**src/rtl/csi2tx_dpcm_encoder.sv**
```systemverilog
// DPCM encoder stage: raw pixels to 8-bit codes (10-8-10 / 12-8-12) or bypass.
// Optional macro CSI2TX_DPCM_STATS_EN builds the per-line saturation counter.
module csi2tx_dpcm_encoder (
   input  logic        sensor_clk,
   input  logic        sys_rst_n,
   input  logic [4:0]  comp_scheme,
   input  logic        pix_valid,
   output logic        pix_ready,
   input  logic        pix_sol,
   input  logic [11:0] pix_data,
   input  logic [11:0] pred_data,
   output logic        enable,
   output logic [11:0] dec_data,
   output logic        pixel1_valid,
   output logic        pixel2_valid,
   output logic        pixel3_valid,
   output logic        pixel4_valid,
   output logic        out_valid,
   input  logic        out_ready,
   output logic [11:0] out_data,
   output logic [15:0] sat_count
);

   logic        r_out_valid;
   logic [11:0] r_out_data;
   logic [2:0]  r_pos;

   logic        w_accept;
   logic        w_comp_en;
   logic        w_m12;
   logic        w_pcm;
   logic [11:0] w_x;
   logic [11:0] w_p;
   logic [12:0] w_diff;
   logic [12:0] w_abs;
   logic [11:0] w_m;
   logic        w_sat;
   logic [6:0]  w_mag;
   logic [11:0] w_step;
   logic [13:0] w_sum;
   logic [11:0] w_max;
   logic [7:0]  w_code;
   logic [11:0] w_dec;
   logic        w_unused;

   assign w_unused  = comp_scheme[4];
   assign w_accept  = pix_valid & pix_ready;
   assign pix_ready = ~r_out_valid | out_ready;
   assign w_comp_en = |comp_scheme[2:0];
   assign w_m12     = (comp_scheme[2:0] == 3'b010);
   assign enable    = w_accept & w_comp_en;

   // Position flags depend only on inputs and r_pos, never on pred_data.
   assign pixel1_valid = enable & (pix_sol | (r_pos == 3'd1));
   assign pixel2_valid = enable & ~pix_sol & (r_pos == 3'd2);
   assign pixel3_valid = enable & ~pix_sol & (r_pos == 3'd3);
   assign pixel4_valid = enable & ~pix_sol & (r_pos == 3'd4);

   assign w_pcm = pixel1_valid | (pixel2_valid & comp_scheme[3]);

   // Sample and prediction are truncated to the active pixel width.
   assign w_x   = w_m12 ? pix_data : {2'b00, pix_data[9:0]};
   assign w_p   = w_m12 ? pred_data : {2'b00, pred_data[9:0]};
   assign w_max = w_m12 ? 12'hFFF : 12'h3FF;

   assign w_diff = {1'b0, w_x} - {1'b0, w_p};
   assign w_abs  = w_diff[12] ? (~w_diff + 13'd1) : w_diff;
   assign w_m    = w_m12 ? w_abs[12:1] >> 2 : w_abs[12:1];
   assign w_sat  = enable & ~w_pcm & (w_m > 12'd127);
   assign w_mag  = (w_m > 12'd127) ? 7'd127 : w_m[6:0];
   assign w_step = w_m12 ? {2'b00, w_mag, 3'b000}
                         : {4'b0000, w_mag, 1'b0};
   assign w_sum  = w_diff[12] ? ({2'b00, w_p} - {2'b00, w_step})
                              : ({2'b00, w_p} + {2'b00, w_step});

   // Code and reconstruction for PCM or DPCM beats.
   always_comb begin
      w_code = 8'h00;
      w_dec  = 12'h000;
      if (w_pcm) begin
         if (w_m12) begin
            w_code = w_x[11:4];
            w_dec  = {w_x[11:4], 4'b1000};
         end else begin
            w_code = w_x[9:2];
            w_dec  = {2'b00, w_x[9:2], 2'b10};
         end
      end else begin
         w_code = {w_diff[12], w_mag};
         if (w_sum[13])
            w_dec = 12'h000;
         else if (w_sum[11:0] > w_max || w_sum[12])
            w_dec = w_max;
         else
            w_dec = w_sum[11:0];
      end
   end

   assign dec_data = enable ? w_dec : 12'h000;

   // Line position: pix_sol restarts at 2, otherwise counts up to 5.
   always_ff @(posedge sensor_clk or negedge sys_rst_n) begin
      if (!sys_rst_n)
         r_pos <= 3'd1;
      else if (w_accept) begin
         if (pix_sol)
            r_pos <= 3'd2;
         else if (r_pos < 3'd5)
            r_pos <= r_pos + 3'd1;
      end
   end

   // Output register: load on accept, drain when taken, else hold.
   always_ff @(posedge sensor_clk or negedge sys_rst_n) begin
      if (!sys_rst_n) begin
         r_out_valid <= 1'b0;
         r_out_data  <= 12'h000;
      end else if (w_accept) begin
         r_out_valid <= 1'b1;
         r_out_data  <= w_comp_en ? {4'h0, w_code} : pix_data;
      end else if (r_out_valid & out_ready) begin
         r_out_valid <= 1'b0;
      end
   end

   assign out_valid = r_out_valid;
   assign out_data  = r_out_data;

`ifdef CSI2TX_DPCM_STATS_EN
   logic [15:0] r_sat_cnt;

   // Per-line count of saturated codes, restarted by pix_sol.
   always_ff @(posedge sensor_clk or negedge sys_rst_n) begin
      if (!sys_rst_n)
         r_sat_cnt <= 16'h0000;
      else if (w_accept & pix_sol)
         r_sat_cnt <= {15'h0000, w_sat};
      else if (w_accept & w_sat & (r_sat_cnt != 16'hFFFF))
         r_sat_cnt <= r_sat_cnt + 16'h0001;
   end

   assign sat_count = r_sat_cnt;
`else
   assign sat_count = 16'h0000;
`endif

endmodule

```
**config.mk**
```make
export PLATFORM = sky130hd
export DESIGN_NAME = csi2tx_dpcm_encoder
export DESIGN_NICKNAME = d
export VERILOG_FILES = /design/src/rtl/csi2tx_dpcm_encoder.sv
export SDC_FILE = /design/constraint.sdc
export NUM_CORES = 1
export LEC_CHECK = 0
export ABC_CLOCK_PERIOD_IN_PS = 13200
export BUFFER_PORTS_ARGS = -buffer_cell sky130_fd_sc_hd__buf_2
export CORE_ASPECT_RATIO = 1.75
export CORE_MARGIN = 2
export CORE_UTILIZATION = 45
export CTS_CLUSTER_DIAMETER = 50
export DETAILED_ROUTE_END_ITERATION = 8
export GPL_ROUTABILITY_DRIVEN = 0
export GPL_TIMING_DRIVEN = 0
export PLACE_DENSITY = 0.65
export SYNTH_ARGS = -nofsm -noshare
export SYNTH_HDL_FRONTEND = slang
export SYNTH_SLANG_ARGS = --single-unit
```
**constraint.sdc**
```tcl
create_clock -name sensor_clk -period 13.2 [get_ports sensor_clk]
set_input_delay 0.66 -clock sensor_clk [delete_from_list [all_inputs] [get_ports sensor_clk]]
set_output_delay 0.66 -clock sensor_clk [all_outputs]
set_load 0.01 [all_outputs]
```
; Word-level counts from Yosys, hierarchy flattened
; Index checks and enable logic that the tools add are counted.
[op_classes]
addsub = 5
n_mul = 0
n_div = 0
n_lt_le_gt_ge = 3
eq_ne = 5
shifts = 0
n_mux = 20
n_bitwise = 15
reduce_logical = 5
[op_table]
columns = operator, count
row1 = $mux 12, 10
row2 = $mux 8, 2
row3 = $mux 14, 1
row4 = $add 12x10->13, 1
row5 = $add 13x1->13 const B, 1
row6 = $mux 13, 1
row7 = $not 13->13, 1
row8 = $sub 12x10->13, 1
row9 = $sub 12x12->13, 1
row10 = $gt 12x12->1, 1
row11 = $gt 12x7->1 const B, 1
row12 = $mux 10, 1
row13 = $and 1x1->1, 9
row14 = $eq 3x2->1 const B, 3
row15 = $mux 7, 1
row16 = $mux 3, 2
row17 = $reduce_bool 2->1, 2
row18 = $add 3x1->3 const B, 1
row19 = $eq 3x1->1 const B, 1
row20 = $eq 3x3->1 const B, 1
row21 = $lt 3x3->1 const B, 1
row22 = $or 1x1->1, 3
row23 = $reduce_or 3->1, 1
row24 = $mux 1, 2
row25 = 3 further kinds, 4
[totals]
reg_bits = 16
latchBits = 0
ram_bits = 0
rom_bits = 0
inputBits = 34
output_inout_bits = 47
memories = 0

; Depth between registers and ports, before layout
[logic_depth]
word_depth = 18
depth_mapped = 33

; Worst setup path after synthesis
; Ideal clock, no wire load.
[synth_timing]
kind = input to output
startpoint = input pix_data[0]
endpoint = output dec_data[10]
t_arrival_ns = 6.431
required_time_ns = 12.540
path_slack_ns = 6.109
path_stages = 27
cell_sequence = inv_1 > ha_1 > fa_1 > nand2b_1 > a211o_1 > a211o_1 > o311a_4 > or2_1 > or3_1 > o221ai_1 > nand3b_1 > or2_1 > ha_1 > clkbuf_1 > nand2b_1 > a2111oi_0 > nor3_1 > o21ai_0 > a21oi_1 > nand2b_1 > a32oi_1 > xor2_1 > ha_1 > a211oi_1 > a31oi_2 > mux2i_1 > o2bb2ai_1
[synth_between]
elab_chain_len = 17
elab_cells_between_ends = 18
[synth_rtl]
columns = item, line
row1 = start: declaration, 10  ; input logic [11:0] pix_data,
row2 = $mux 12 *, 62  ; assign w_x = w_m12 ? pix_data : {2'b00, pix_data[9:0]};
row3 = $sub 12x12->13 *, 66  ; assign w_diff = {1'b0, w_x} - {1'b0, w_p};
row4 = $not 13->13, 67  ; assign w_abs = w_diff[12] ? (~w_diff + 13'd1) : w_diff;
row5 = $add 13x1->13, 67
row6 = $mux 13, 67
row7 = $mux 12, 68  ; assign w_m = w_m12 ? w_abs[12:1] >> 2 : w_abs[12:1];
row8 = $gt 12x7->1, 70  ; assign w_mag = (w_m > 12'd127) ? 7'd127 : w_m[6:0];
row9 = $mux 7, 70
row10 = $mux 10, 71  ; assign w_step = w_m12 ? {2'b00, w_mag, 3'b000}
row11 = $add 12x10->13 or $sub 12x10->13 (tied branches), "74, 73"
row12 = $mux 14 *, 73  ; assign w_sum = w_diff[12] ? ({2'b00, w_p} - {2'b00, w_step})
row13 = $gt 12x12->1, 92  ; else if (w_sum[11:0] > w_max || w_sum[12])
row14 = $logic_or 1x1->1, 92
row15 = $mux 12, 92
row16 = $mux 12 *, 90  ; if (w_sum[13])
row17 = $mux 12 *, 80  ; if (w_pcm) begin
row18 = $mux 12 *, 99  ; assign dec_data = enable ? w_dec : 12'h000;
row19 = end: declaration, 13  ; output logic [11:0] dec_data,
; Mark *: on every way between the ends. The rest lies on a longest branch, timed or not.

; Final worst setup path
[layout_timing]
startpoint = input comp_scheme[0]
endpoint = output dec_data[4]
[layout_between]
elab_chain_len = 18
elab_cells_between_ends = 28
[layout_rtl]
columns = item, line
row1 = start: declaration, 6  ; input logic [4:0] comp_scheme,
row2 = $eq 3x2->1, 50  ; assign w_m12 = (comp_scheme[2:0] == 3'b010);
row3 = "$mux 12, on equally long branches", "62, 63"
row4 = $sub 12x12->13, 66
row5 = $not 13->13, 67
row6 = $add 13x1->13, 67
row7 = $mux 13, 67
row8 = $mux 12, 68
row9 = $gt 12x7->1, 70
row10 = [... 2 more ...], n/a
row11 = $add 12x10->13 or $sub 12x10->13 (tied branches), "74, 73"
row12 = $mux 14, 73
row13 = $gt 12x12->1, 92
row14 = $logic_or 1x1->1, 92
row15 = $mux 12, 92
row16 = $mux 12, 90
row17 = $mux 12, 80
row18 = $mux 12 *, 99
; Marked as above.

==> summary.md <==
| Metric | Value |
|---|---|
| Worst Reg-to-Reg Cells | 11 |
| Via/cell ratio | approximately 5.9 |
| Status | complete, no violations |
| I/O pins | 81 |
| Critical path data required time | 12.54 ns |
| CTS Hold Bufs | 0 |
| Worst Path Max Fanout | 8 |
| CP Capture Type | primary output |
| Number of global-route vias before repair | approximately 3800 |
| Critical-path top delay cell | a2111oi_0 |
| Reg2reg setup slack | between 10 and 15 ns |
| Maximum VDD drop | 48.3 uV |
| Iter 0 DRT Violations | between 200 and 300 |
| Routed WL | 11200 um |
| Wire per inst | roughly 17 um |
| Synth top area share | 0.140 |
| Synth cell types | between 70 and 80 |
| CTS Buffer Depth | 2 |
| HPWL after DPL | between 9000 and 10000 um |
| PortBufs | between 60 and 70 |
| Seq/Total Area, Yosys | 0.115 |
| Slew Viols, Final | 0 |
| Die area | ~8500 um^2 |
| Fillers | around 770 |
| Max Clock Skew | approximately 0.004 ns |
| Clock transition at path regs | approximately 0.050 ns |
| Async set-reset flop share out of synthesis | 1.00 |
| Slew headroom | 0.568 |
| Worst Setup Slack post-DPL | 4.46 ns |
| FF-to-FF Start | r_pos[0]$_DFFE_PN1P_ |
| DRT Pass-1 Iters | 5 |
| Crit path kind | in -> out |
| H-tree depth | 1 |
| Root buf cell | clkbuf_16 |
| Tcrit/Tclk final | 0.671 |
| Switching share of power | 0.471 |
| Remaining Overflow, GRT | 0 |
| CTS buffer count | 3 |
| Period minus WS final | 8.85 ns |
| Worst setup margin | about 4.3 ns |
| Warnings, synthesis | 0 |
| Sequential Power Share | 0.171 |
| Worst-Margin Slew | roughly 0.64 ns |
| Syn Inst Count | between 400 and 500 |
| Setup Fix Bufs, Post-CTS | 0 |
| RSZ-0062 raised after global routing | false |
| First-pass GRT wire length | ~18000 um |
| Clock share of power | 0.163 |
| Worst Hold Class | in -> async |
| GRT Util Overall | 0.266 |
| Die Height | between 100 and 150 um |
| Total negative slack | 0 ns |
| Syn Area/Cell | 7.20 um^2 |
| Pin count of the biggest net entering global routing | 17 |
| Net Sw Power | around 0.19 mW |
| Post-Route Utilization | 0.536 |
| Synth Flop Type | dfrtp_1 |
| Max Cap Violations | 0 |
| Worst Path Arrival | 8.19 ns |
| Reg2Reg Capture Point | out_data[5]$_DFFE_PN0P_ |
| Area contributors post-synth | ha_1 (14%), dfrtp_1 (11%), a21oi_1 (6.0%) |
| Remaining antenna violation count | 0 |
| CP peak stage delay | about 0.57 ns |
| Final hold vios | 0 |
| Post-route DRC | 0 |
| Final setup fails | 0 |
| Comb power frac | 0.667 |
| Cell leakage power | ~2 nW |
| Vias | roughly 3900 |
| Cell Rows | 42 |
| Sink Count | 16 |
| Core Box Area | between 7000 and 8000 um^2 |
| Fin nets | about 640 |
| Internal power | roughly 0.21 mW |
| Share of cells above drive strength 1 | 0.173 |
| Startpoint Class | primary input |
| Power per Cell Area | roughly 100 nW/um^2 |
| Fmax | around 0.11 GHz |
| CTS resizes | 0 |
| Initial antenna violation count | 0 |
| Leading area contributor after synthesis | ha_1 |
| Skew-Pair Late Insertion Delay | roughly 0.25 ns |
| Chip Width | 70.6 um |
| Number of synthesized register bits | 16 |
| Layout Area Growth over Synthesis | 16.2% |
| EDFF count, synth | 0 |
| Synthesized cell area | approximately 3500 um^2 |
| Antenna Cells | 0 |
| Starting Density | 0.461 |
| TritonCTS clock tree | done |
| Crit path from | comp_scheme[0] |
[worst max-delay path, delay by kind of cell]
kind | cells | cell delay [ns]
compound gates | 12 | 3.26
xor+xnor | 1 | 0.25
fa+ha+maj | 3 | 1.03
buf+inv | 5 | 0.92
simple gates | 11 | 2.08
[power by group through the flow]
stage / Clock (mW) / Sequential, mW / Combinational, mW
after floorplan: 0 / 0.0718 / 0.193
after global placement: 0 / 0.0696 / 0.262
after detailed placement: 0 / 0.0701 / 0.266
after CTS: 0.0662 / 0.0693 / 0.268
after global routing: 0.0690 / 0.0706 / 0.302
final: 0.0659 / 0.0693 / 0.270
[Yosys cell counts, types with 6 or more instances]
master / count
nor2_1: 46
a21oi_1: 42
ha_1: 39
inv_1: 39
nand2_1: 37
o21ai_0: 35
clkbuf_1: 17
buf_4: 16
dfrtp_1: 15
nand2b_1: 12
xnor2_1: 12
a211oi_1: 11
a21o_1: 11
xor2_1: 11
nor3_1: 10
nand3_1: 9
mux2i_1: 8
a221o_1: 6
a22oi_1: 6
and3_1: 6
[sequential cells by signal, summed over array words and instances (netlist names)]
register / count
out_data: 12
r_pos: 3
out_valid: 1
[per-layer routing]
layer | vias up | GRT usage | wire length [um]
li1 | 1900 | - | -
met1 | 1780 | 0.273 | 4030
met2 | 140 | 0.496 | 5860
met3 | 45 | 0.0250 | 521
met4 | 0 | 0.177 | 802
met5 | - | 0 | 0
[cell families (layout without fill, tap and decap cells)]
family | count (synthesis) | in the layout | share of synthesized area
other | 1 | 16 | 0.00107
muxes | 8 | 8 | 0.0229
buffers and inverters | 76 | 142 | 0.102
AOI/OAI and AO/OA | 169 | 169 | 0.331
DFF | 16 | 16 | 0.115
adders and majority gates | 42 | 42 | 0.157
and+or+nand+nor | 150 | 150 | 0.214
xor gates and xnor gates | 23 | 23 | 0.0577
[layout make-up]
type / count / area, um^2 / area share
buffer: 37 / 209 / 0.0515
tap: 88 / 110 / 0.0272
timing repair buffer: 62 / 310 / 0.0765
clock buffer: 4 / 88.8 / 0.0219
multi-input combinational: 408 / 2790 / 0.688
inverter: 39 / 146 / 0.0361
sequential: 16 / 402 / 0.0990
[how the worst max path moves through the flow]
stage	to	slack, ns	cells after the start
after CTS	dec_data[4]	4.43	32
after detailed placement	dec_data[4]	4.46	32
final	dec_data[4]	4.35	32
after global placement	dec_data[2]	4.57	32
after global routing	dec_data[2]	3.62	32
after floorplan	dec_data[10]	6.11	27
[layout by cell type (no fill, tap or decap), types with 12 or more instances in the layout]
cell type,instances
a21oi_1,42
buf_2,64
buf_4,16
clkbuf_1,17
conb_1,16
dfrtp_1,15
ha_1,39
inv_1,39
nand2_1,37
nand2b_1,12
nor2_1,46
o21ai_0,35
xnor2_1,12
[through the flow]
stage / total power [mW] / cell area (um^2) / instances / hold WS (ns)
2_1_floorplan: 0.265 / 3550 / 500 / 0.364
3_3_place_gp: 0.331 / 3970 / 650 / 0.483
3_5_place_dp: 0.336 / 3970 / 650 / 0.490
4_1_cts: 0.403 / 4060 / 654 / 0.334
5_1_grt: 0.442 / 4060 / 654 / 0.350
6_report: 0.405 / 4060 / 654 / 0.316
Power figures use the tool's default switching activity.
